[config.mk]
export PLATFORM = sky130hd
export DESIGN_NAME = pc_branch_unit
export DESIGN_NICKNAME = d
export VERILOG_FILES = /design/src/rtl/pc_branch_unit_pkg.sv /design/src/rtl/pc_branch_unit_branch_resolve.sv /design/src/rtl/pc_branch_unit.sv
export SDC_FILE = /design/constraint.sdc
export NUM_CORES = 1
export LEC_CHECK = 0
export CORE_ASPECT_RATIO = 0.6
export CORE_MARGIN = 5
export CORE_UTILIZATION = 44
export DETAILED_ROUTE_END_ITERATION = 7
export GPL_TIMING_DRIVEN = 0
export PLACE_DENSITY = 0.87
export SYNTH_ARGS = -nofsm -noshare
export SYNTH_HDL_FRONTEND = slang
export SYNTH_SLANG_ARGS = --single-unit
[constraint.sdc]
create_clock -name Clk -period 2.65 [get_ports Clk]
set_input_delay 0.53 -clock Clk [delete_from_list [all_inputs] [get_ports Clk]]
set_output_delay 0.53 -clock Clk [all_outputs]
set_load 0.03 [all_outputs]
[src/rtl/pc_branch_unit_pkg.sv]
// Shared definitions for the PC / branch-resolution stage: branch opcodes and FSM state encoding.
package pc_branch_unit_pkg;

  localparam logic [2:0] kBEA = 3'b000;
  localparam logic [2:0] kBER = 3'b001;
  localparam logic [2:0] kBNA = 3'b010;
  localparam logic [2:0] kBNR = 3'b011;
  localparam logic [2:0] kBUN = 3'b100;

  // Opcodes above this value are undefined and reported through BadOp.
  localparam logic [2:0] kBR_LAST = kBUN;

  typedef enum logic [1:0] {IDLE, RUN, DONE} pc_state_t;

  function automatic logic is_valid_branch(input logic [2:0] op);
    return op <= kBR_LAST;
  endfunction

endpackage

[src/rtl/pc_branch_unit_branch_resolve.sv]
// Combinational branch resolution: decides taken/not-taken and produces the resulting next PC.
module branch_resolve
  import pc_branch_unit_pkg::*;
#(
  parameter int unsigned PC_W  = 10,
  parameter int unsigned OFF_W = 6
) (
  input  logic [2:0]       branch_op,
  input  logic             flag,
  input  logic [PC_W-1:0]  pc,
  input  logic [PC_W-1:0]  target,
  input  logic [OFF_W-1:0] offset,
  output logic             taken,
  output logic [PC_W-1:0]  next_pc,
  output logic             bad_op
);

  logic [PC_W-1:0] off_ext;
  logic [PC_W-1:0] rel_pc;
  logic [PC_W-1:0] seq_pc;
  logic            relative;

  // Sign-extend the offset to PC width; the add then wraps naturally modulo 2**PC_W.
  assign off_ext = PC_W'($signed(offset));
  assign rel_pc  = pc + off_ext;
  assign seq_pc  = pc + PC_W'(1);

  always_comb begin
    taken    = 1'b0;
    relative = 1'b0;
    bad_op   = !is_valid_branch(branch_op);
    case (branch_op)
      kBEA: taken = flag;
      kBNA: taken = !flag;
      kBUN: taken = 1'b1;
      kBER: begin
        taken    = flag;
        relative = 1'b1;
      end
      kBNR: begin
        taken    = !flag;
        relative = 1'b1;
      end
      default: taken = 1'b0;
    endcase
  end

  always_comb begin
    next_pc = seq_pc;
    if (taken) next_pc = relative ? rel_pc : target;
  end

endmodule

[src/rtl/pc_branch_unit.sv]
// Program counter and branch-resolution stage with Start/Done run control.
// Optional taken-branch counter enabled by defining BRANCH_STATS_EN.
module pc_branch_unit
  import pc_branch_unit_pkg::*;
#(
  parameter int unsigned     PC_W       = 10,
  parameter int unsigned     OFF_W      = 6,
  parameter logic [PC_W-1:0] START_ADDR = '0
) (
  input  logic             Clk,
  input  logic             Reset_n,
  input  logic             Start,
  input  logic             Halt,
  input  logic             BranchEn,
  input  logic [2:0]       BranchOp,
  input  logic [PC_W-1:0]  Target,
  input  logic [OFF_W-1:0] Offset,
  input  logic             FlagWrite,
  input  logic             FlagIn,
  output logic [PC_W-1:0]  PC,
  output logic             Running,
  output logic             Done,
  output logic             BadOp,
  output logic [15:0]      TakenCount
);

  pc_state_t       state, state_next;
  logic            flag;
  logic            start_run;
  logic            step;
  logic            br_valid;
  logic            res_taken;
  logic            res_bad;
  logic [PC_W-1:0] res_next_pc;
  logic [PC_W-1:0] pc_next;

  branch_resolve #(
    .PC_W  (PC_W),
    .OFF_W (OFF_W)
  ) u_resolve (
    .branch_op (BranchOp),
    .flag      (flag),
    .pc        (PC),
    .target    (Target),
    .offset    (Offset),
    .taken     (res_taken),
    .next_pc   (res_next_pc),
    .bad_op    (res_bad)
  );

  assign start_run = Start && (state == IDLE || state == DONE);
  // Halt wins over any branch issued in the same cycle.
  assign step      = (state == RUN) && !Halt;
  assign br_valid  = step && BranchEn;

  always_ff @(posedge Clk) begin
    if (!Reset_n) state <= IDLE;
    else          state <= state_next;
  end

  always_comb begin
    state_next = state;
    case (state)
      IDLE:    if (Start) state_next = RUN;
      RUN:     if (Halt)  state_next = DONE;
      DONE:    if (Start) state_next = RUN;
      default: state_next = IDLE;
    endcase
  end

  always_comb begin
    Running = (state == RUN);
    Done    = (state == DONE);
  end

  always_comb begin
    pc_next = PC;
    if (start_run)                  pc_next = START_ADDR;
    else if (br_valid && res_taken) pc_next = res_next_pc;
    else if (step)                  pc_next = PC + PC_W'(1);
  end

  always_ff @(posedge Clk) begin
    if (!Reset_n) begin
      PC    <= '0;
      flag  <= 1'b0;
      BadOp <= 1'b0;
    end else begin
      PC    <= pc_next;
      BadOp <= br_valid && res_bad;
      if (start_run)                      flag <= 1'b0;
      else if (state == RUN && FlagWrite) flag <= FlagIn;
    end
  end

`ifdef BRANCH_STATS_EN
  logic [15:0] taken_cnt;

  always_ff @(posedge Clk) begin
    if (!Reset_n || start_run)                  taken_cnt <= '0;
    else if (br_valid && res_taken && taken_cnt != '1) taken_cnt <= taken_cnt + 16'(1);
  end

  assign TakenCount = taken_cnt;
`else
  assign TakenCount = '0;
`endif

endmodule

==> results of run 1 <==
[layout make-up]
| class | instances | area, um^2 |
|---|---|---|
| multi-input cells | 154 | 1030 |
| fillers | 260 | 1010 |
| repair buffers | 38 | 380 |
| flip-flops and latches | 14 | 280 |
| plain buffers | 22 | 144 |
| clock buffers | 4 | 55.1 |
| well taps | 42 | 52.6 |
| inverters | 3 | 11.3 |
[where the power goes]
group | internal, uW | total (uW) | switching, uW
registers | 214 | 218 | 3.95
clock network | 132 | 215 | 83.2
logic | 79.3 | 173 | 93.8
[final timing paths]
path,start,end,slack (ps)
setup / recovery,Offset[0],PC[8],170
hold / removal,flag,flag,480
setup reg to reg,PC[0],PC[8],450
hold reg to reg,flag,flag,480
[synthesized netlist by cell type, drive strengths merged (2+ instances only)]
| cell | instances | area (um^2) |
|---|---|---|
| buf | 19 | 133 |
| nand2 | 18 | 67.6 |
| a21oi | 16 | 80.1 |
| dfxtp | 14 | 280 |
| ha | 10 | 125 |
| nand3 | 10 | 50.1 |
| o21ai | 9 | 45.0 |
| a211oi | 8 | 65.1 |
| nor2 | 5 | 18.8 |
| xnor2 | 5 | 43.8 |
| nor2b | 4 | 25.0 |
| nor3 | 4 | 20.0 |
| o211ai | 4 | 35.0 |
| or3 | 4 | 25.0 |
| a311oi | 3 | 26.3 |
| and4 | 3 | 26.3 |
| clkbuf | 3 | 11.3 |
| inv | 3 | 11.3 |
| nand4 | 3 | 18.8 |
| and2 | 2 | 12.5 |
| and3 | 2 | 12.5 |
| nand2b | 2 | 12.5 |
| nor4 | 2 | 27.5 |
| o211a | 2 | 20.0 |
| o21a | 2 | 15.0 |
| xor2 | 2 | 17.5 |
[per-layer routing]
metal  wire length [um]  vias up  track usage (%)
li1                   -      760                -
met1               1870      677             26.4
met2               1740       63             28.2
met5                  0        -                0
met4                 17        0             3.53
met3                356        4             6.02
[per-stage QoR]
stage	instance area, um^2	total power [uW]	hold slack (ps)
global placement	1890	391	466
CTS	1950	605	476
floorplan	1450	329	448
detailed placement	1890	392	467
global route	1950	639	492
finish	1950	606	478
[worst max-delay path, stage by stage]
cell and delay [ps]:
clkdlybuf4s50_1 410, ha_1 240, fa_1 420, a21oi_2 200, o21ai_1 140, a2111oi_2 430
nor4_1 100, nor3_1 180
[cells by family after synthesis]
| group | count (synthesis) | share of synthesized area [%] |
|---|---|---|
| other | 1 | 0.268 |
| DFF | 14 | 20.1 |
| AOI/OAI and AO/OA | 56 | 27.9 |
| and+or+nand+nor | 64 | 25.9 |
| adders and majority gates | 11 | 10.4 |
| buffers and inverters | 25 | 11.1 |
| xor gates and xnor gates | 7 | 4.39 |
[state kept, by name, summed over array words and instances, names as in the netlist]
register and cells:
PC 10, state 2, flag 1, BadOp 1
==> results_dict.tcl, run 1 <==
set metrics [dict create \
    status "complete, no violations" \
    dp_hpwl_mm 3.09 \
    critPathRequiredTime_ps 2820 \
    drive_gt1_share_pct 12.8 \
    cts_hold_buf 0 \
    final_common_cell "clkdlybuf4s50_1" \
    avgSynthCellArea_um2 7.85 \
    cts_resized 2 \
    insertion_delay_ps 250 \
    portBuffers 38 \
    period_needed_ps 2480 \
    die_area_um2 4440 \
    hold_path_class "reg -> reg" \
    dp_slack_ps -351 \
    slew_violations 0 \
    htreeDepth 1 \
    synth-seq-cells 14 \
    areaGrowthSynthToFinish_pct 39.7 \
    clkTransAtPathRegs_ps 60 \
    clockBufferDepth 2 \
    layout_setup_ws_ps 166 \
    tritoncts "done" \
    start_util_pct 47.1 \
    grt_usage_pct 18.8 \
    gp_congestion 0.869 \
    post_cts_buffers 0 \
    syn-cell-area_um2 1400 \
    boundaryPins 55 \
    hold_violations 0 \
    ys_warn_count 0 \
    fin_tns_setup_ps 0 \
    fin_skew_ps 1.66 \
    rows 15 \
    synthArstFlopShare_pct 0 \
    grt-ovfl-total 0 \
    routedWlPerCell_um 14.4 \
    grt_max_degree 11 \
    fp.dieW_um 82.8 \
    instances_no_fill 277 \
    period_share_pct 93.8 \
    ir_drop_v 0.000199 \
    crit_path_max_fanout 2 \
    rsz0062_at_grt "false" \
    nNetsFinal 273 \
    clock_sinks 14 \
    synth_edf_count 0 \
    antenna_found_initial 0 \
    r2r_cells 7 \
    min_path_cells 2 \
    dp_cells 273 \
    die_h_um 53.7 \
    root_buffer "clkbuf_8" \
    grt_pass1_vias 1351 \
    crit_arrival_ps 2660 \
    drc 0 \
    synth_cell_type_count 51 \
    end_kind "flop" \
    final_util_pct 65.8 \
    drv_cap 0 \
    drt.antenna.violating_nets 0 \
    core-area_um2 2970 \
    synthFlopType "dfxtp_1" \
    ys_seq_area_share_pct 20.1 \
    first_pass_iters 4 \
    diodes 0 \
    detail_route.iter0.violations 201 \
    cp-start-kind "input port" \
    power_density_nw_per_um2 310 \
    synthCells 178 \
    worstSetupPathType "in -> reg" \
    final_cell_mix "38 x clkdlybuf4s50_1, 18 x nand2_1, 16 x buf_4, 16 x conb_1, 15 x a21oi_1" \
    vias_per_cell 5.43 \
    finalSetupViolCount 0 \
    routed_wl_mm 3.98 \
    timing.fmax_mhz 403 \
    p_leak_uw 0.000792 \
    numCtsBuffers 3 \
    num_vias 1504 \
    grt_pass1_wl_mm 6.32 \
]
(Power assumes the default switching activity.)
==> run 2: changes to the inputs <==
Settings changed: SKIP_LAST_GASP set to 1.
==> results of run 2 <==
The final DEF is identical to that of run 1; final timing and power are the same.
==> run 3: changes to the inputs <==
Settings changed: CORE_ASPECT_RATIO 0.6 to 2, CORE_MARGIN 5 to 1.
==> run 3 against run 2 <==
Clock power down 13%. Setup slack got worse by 61 ps. Non-clock buffer count unchanged. Count of clock-buffer cells in the layout shrank 1. Maximum frequency shrank 2.4%. Critical path type unchanged. Clock skew decreased by 1.2 ps. Die area down 23%.
==> results_dict.tcl, run 3 (same netlist as run 1, synthesis figures left out) <==
set metrics [dict create \
    num_vias 1522 \
    layout_setup_ws_ps 105 \
    holdWs_ps 483 \
    net-switching-power_uw 181 \
    clkPwrFrac_pct 32.3 \
    timing.fmax_mhz 393 \
    tritoncts "done" \
    crit_slowest_cell "a2111oi_2" \
    hold_path_class "reg -> reg" \
    clock_sinks 14 \
    insertion_delay_ps 250 \
    switching_share_pct 31.5 \
    vias_per_cell 5.77 \
    die_h_um 81.7 \
    portBuffers 38 \
    crit_chain "clkdlybuf4s50_1 > ha_1 > fa_1 > a21oi_1 > o21ai_0 > a2111oi_2 > o21a_1 > nor3_1" \
    end_kind "flop" \
    cts_hold_buf 0 \
    p_int_uw 394 \
    crit_arrival_ps 2690 \
    pwr-share-comb_pct 29.9 \
    fin_skew_ps 0.411 \
    boundaryPins 55 \
    diodes 0 \
    detail_route.iter0.violations 42 \
    first_pass_iters 4 \
    routedWlPerCell_um 13.6 \
    grt_usage_pct 21.2 \
    antenna_found_initial 0 \
    drv_cap 0 \
    status "complete, no violations" \
    reg_top3 "PC x10, state x2" \
    slew_violations 0 \
    core-area_um2 2980 \
    period_share_pct 96.0 \
    worstSetupPathType "in -> reg" \
    routed_wl_mm 3.60 \
    die_area_um2 3420 \
    dp_slack_ps -349 \
    drive_gt1_share_pct 12.0 \
    clkTransAtPathRegs_ps 60 \
    crit_path_max_fanout 2 \
    cp.buffers_inverters 1 \
    design_area_um2 1920 \
    rsz0062_at_grt "false" \
    p_leak_uw 0.000785 \
    fp.dieW_um 41.9 \
    seqPwrFrac_pct 37.8 \
    largest_reg_flops 10 \
    start_util_pct 46.9 \
    critPathRequiredTime_ps 2790 \
    grt_pass1_wl_mm 5.58 \
    ir_drop_v 0.000241 \
    dp_hpwl_mm 2.91 \
    clockBufferDepth 2 \
    regMostFlops "PC" \
    grt_max_degree 11 \
    areaGrowthSynthToFinish_pct 37.3 \
    rows 28 \
    final_common_cell "clkdlybuf4s50_1" \
    cp-start-kind "input port" \
    drc 0 \
    gp_congestion 0.790 \
    finalSetupViolCount 0 \
    root_buffer "clkbuf_8" \
    htreeDepth 1 \
    grt-ovfl-total 0 \
    drt.antenna.violating_nets 0 \
    nNetsFinal 273 \
    grt_pass1_vias 1338 \
    power_density_nw_per_um2 300 \
    cp_top_family "compound AO/OA/AOI/OAI gates" \
    numCtsBuffers 3 \
    final_cell_mix "38 x clkdlybuf4s50_1, 18 x nand2_1, 16 x a21oi_1, 16 x buf_4, 16 x conb_1" \
    worst_path_largest_cell_delay_ps 460 \
    placed_area_um2 1870 \
    hold_violations 0 \
    period_needed_ps 2550 \
]
[run 3: layout make-up]
cell class | instances | area (um^2)
tap | 30 | 37.5
fill | 271 | 1060
multi-input combinational | 154 | 1020
inverter | 3 | 11.3
timing repair buffer | 38 | 380
buffer | 22 | 144
sequential | 14 | 280
clock buffer | 3 | 41.3
[run 3: per-stage QoR]
step | cells | power [uW] | TNS [ps] | utilization (%)
CTS | 264 | 574 | 0 | 64.5
global placement | 261 | 391 | -363 | 62.9
finish | 264 | 575 | 0 | 64.5
floorplan | 193 | 329 | 0 | -
detailed placement | 261 | 392 | -396 | 62.9
global route | 264 | 593 | 0 | 64.5
[run 3: tightest hold or removal path: cells and delay by family (launching register included)]
kind	cells	cell delay [ps]
flops	1	320
compound gates	1	60
simple gates	1	60
[run 3: timing repair]
action	in CTS	in global routing
resized for setup	2	0
setup buffers	0	0
endpoints found under the setup margin	1	0
[run 3: power groups by stage]
stage / logic [uW] / registers [uW] / clock network [uW]
after floorplan: 106 / 223 / 0
after global placement: 168 / 222 / 0
after detailed placement: 170 / 222 / 0
after CTS: 171 / 218 / 185
after global routing: 184 / 218 / 190
final: 172 / 218 / 186
[run 3: routing by layer]
metal	GRT usage (%)	up-vias	routed length [um]
met5	0	-	0
met4	11.6	0	107
met3	2.86	9	203
met2	41.7	67	1970
met1	20.3	692	1320
li1	-	754	-
[run 3: worst paths after layout]
check             slack [ps]  startpoint  cells past startpoint  endpoint
setup / recovery         100   Offset[0]                      8     PC[8]
hold / removal           480        flag                      2      flag
setup reg to reg         370       PC[0]                      7     PC[8]
hold reg to reg          480        flag                      2      flag
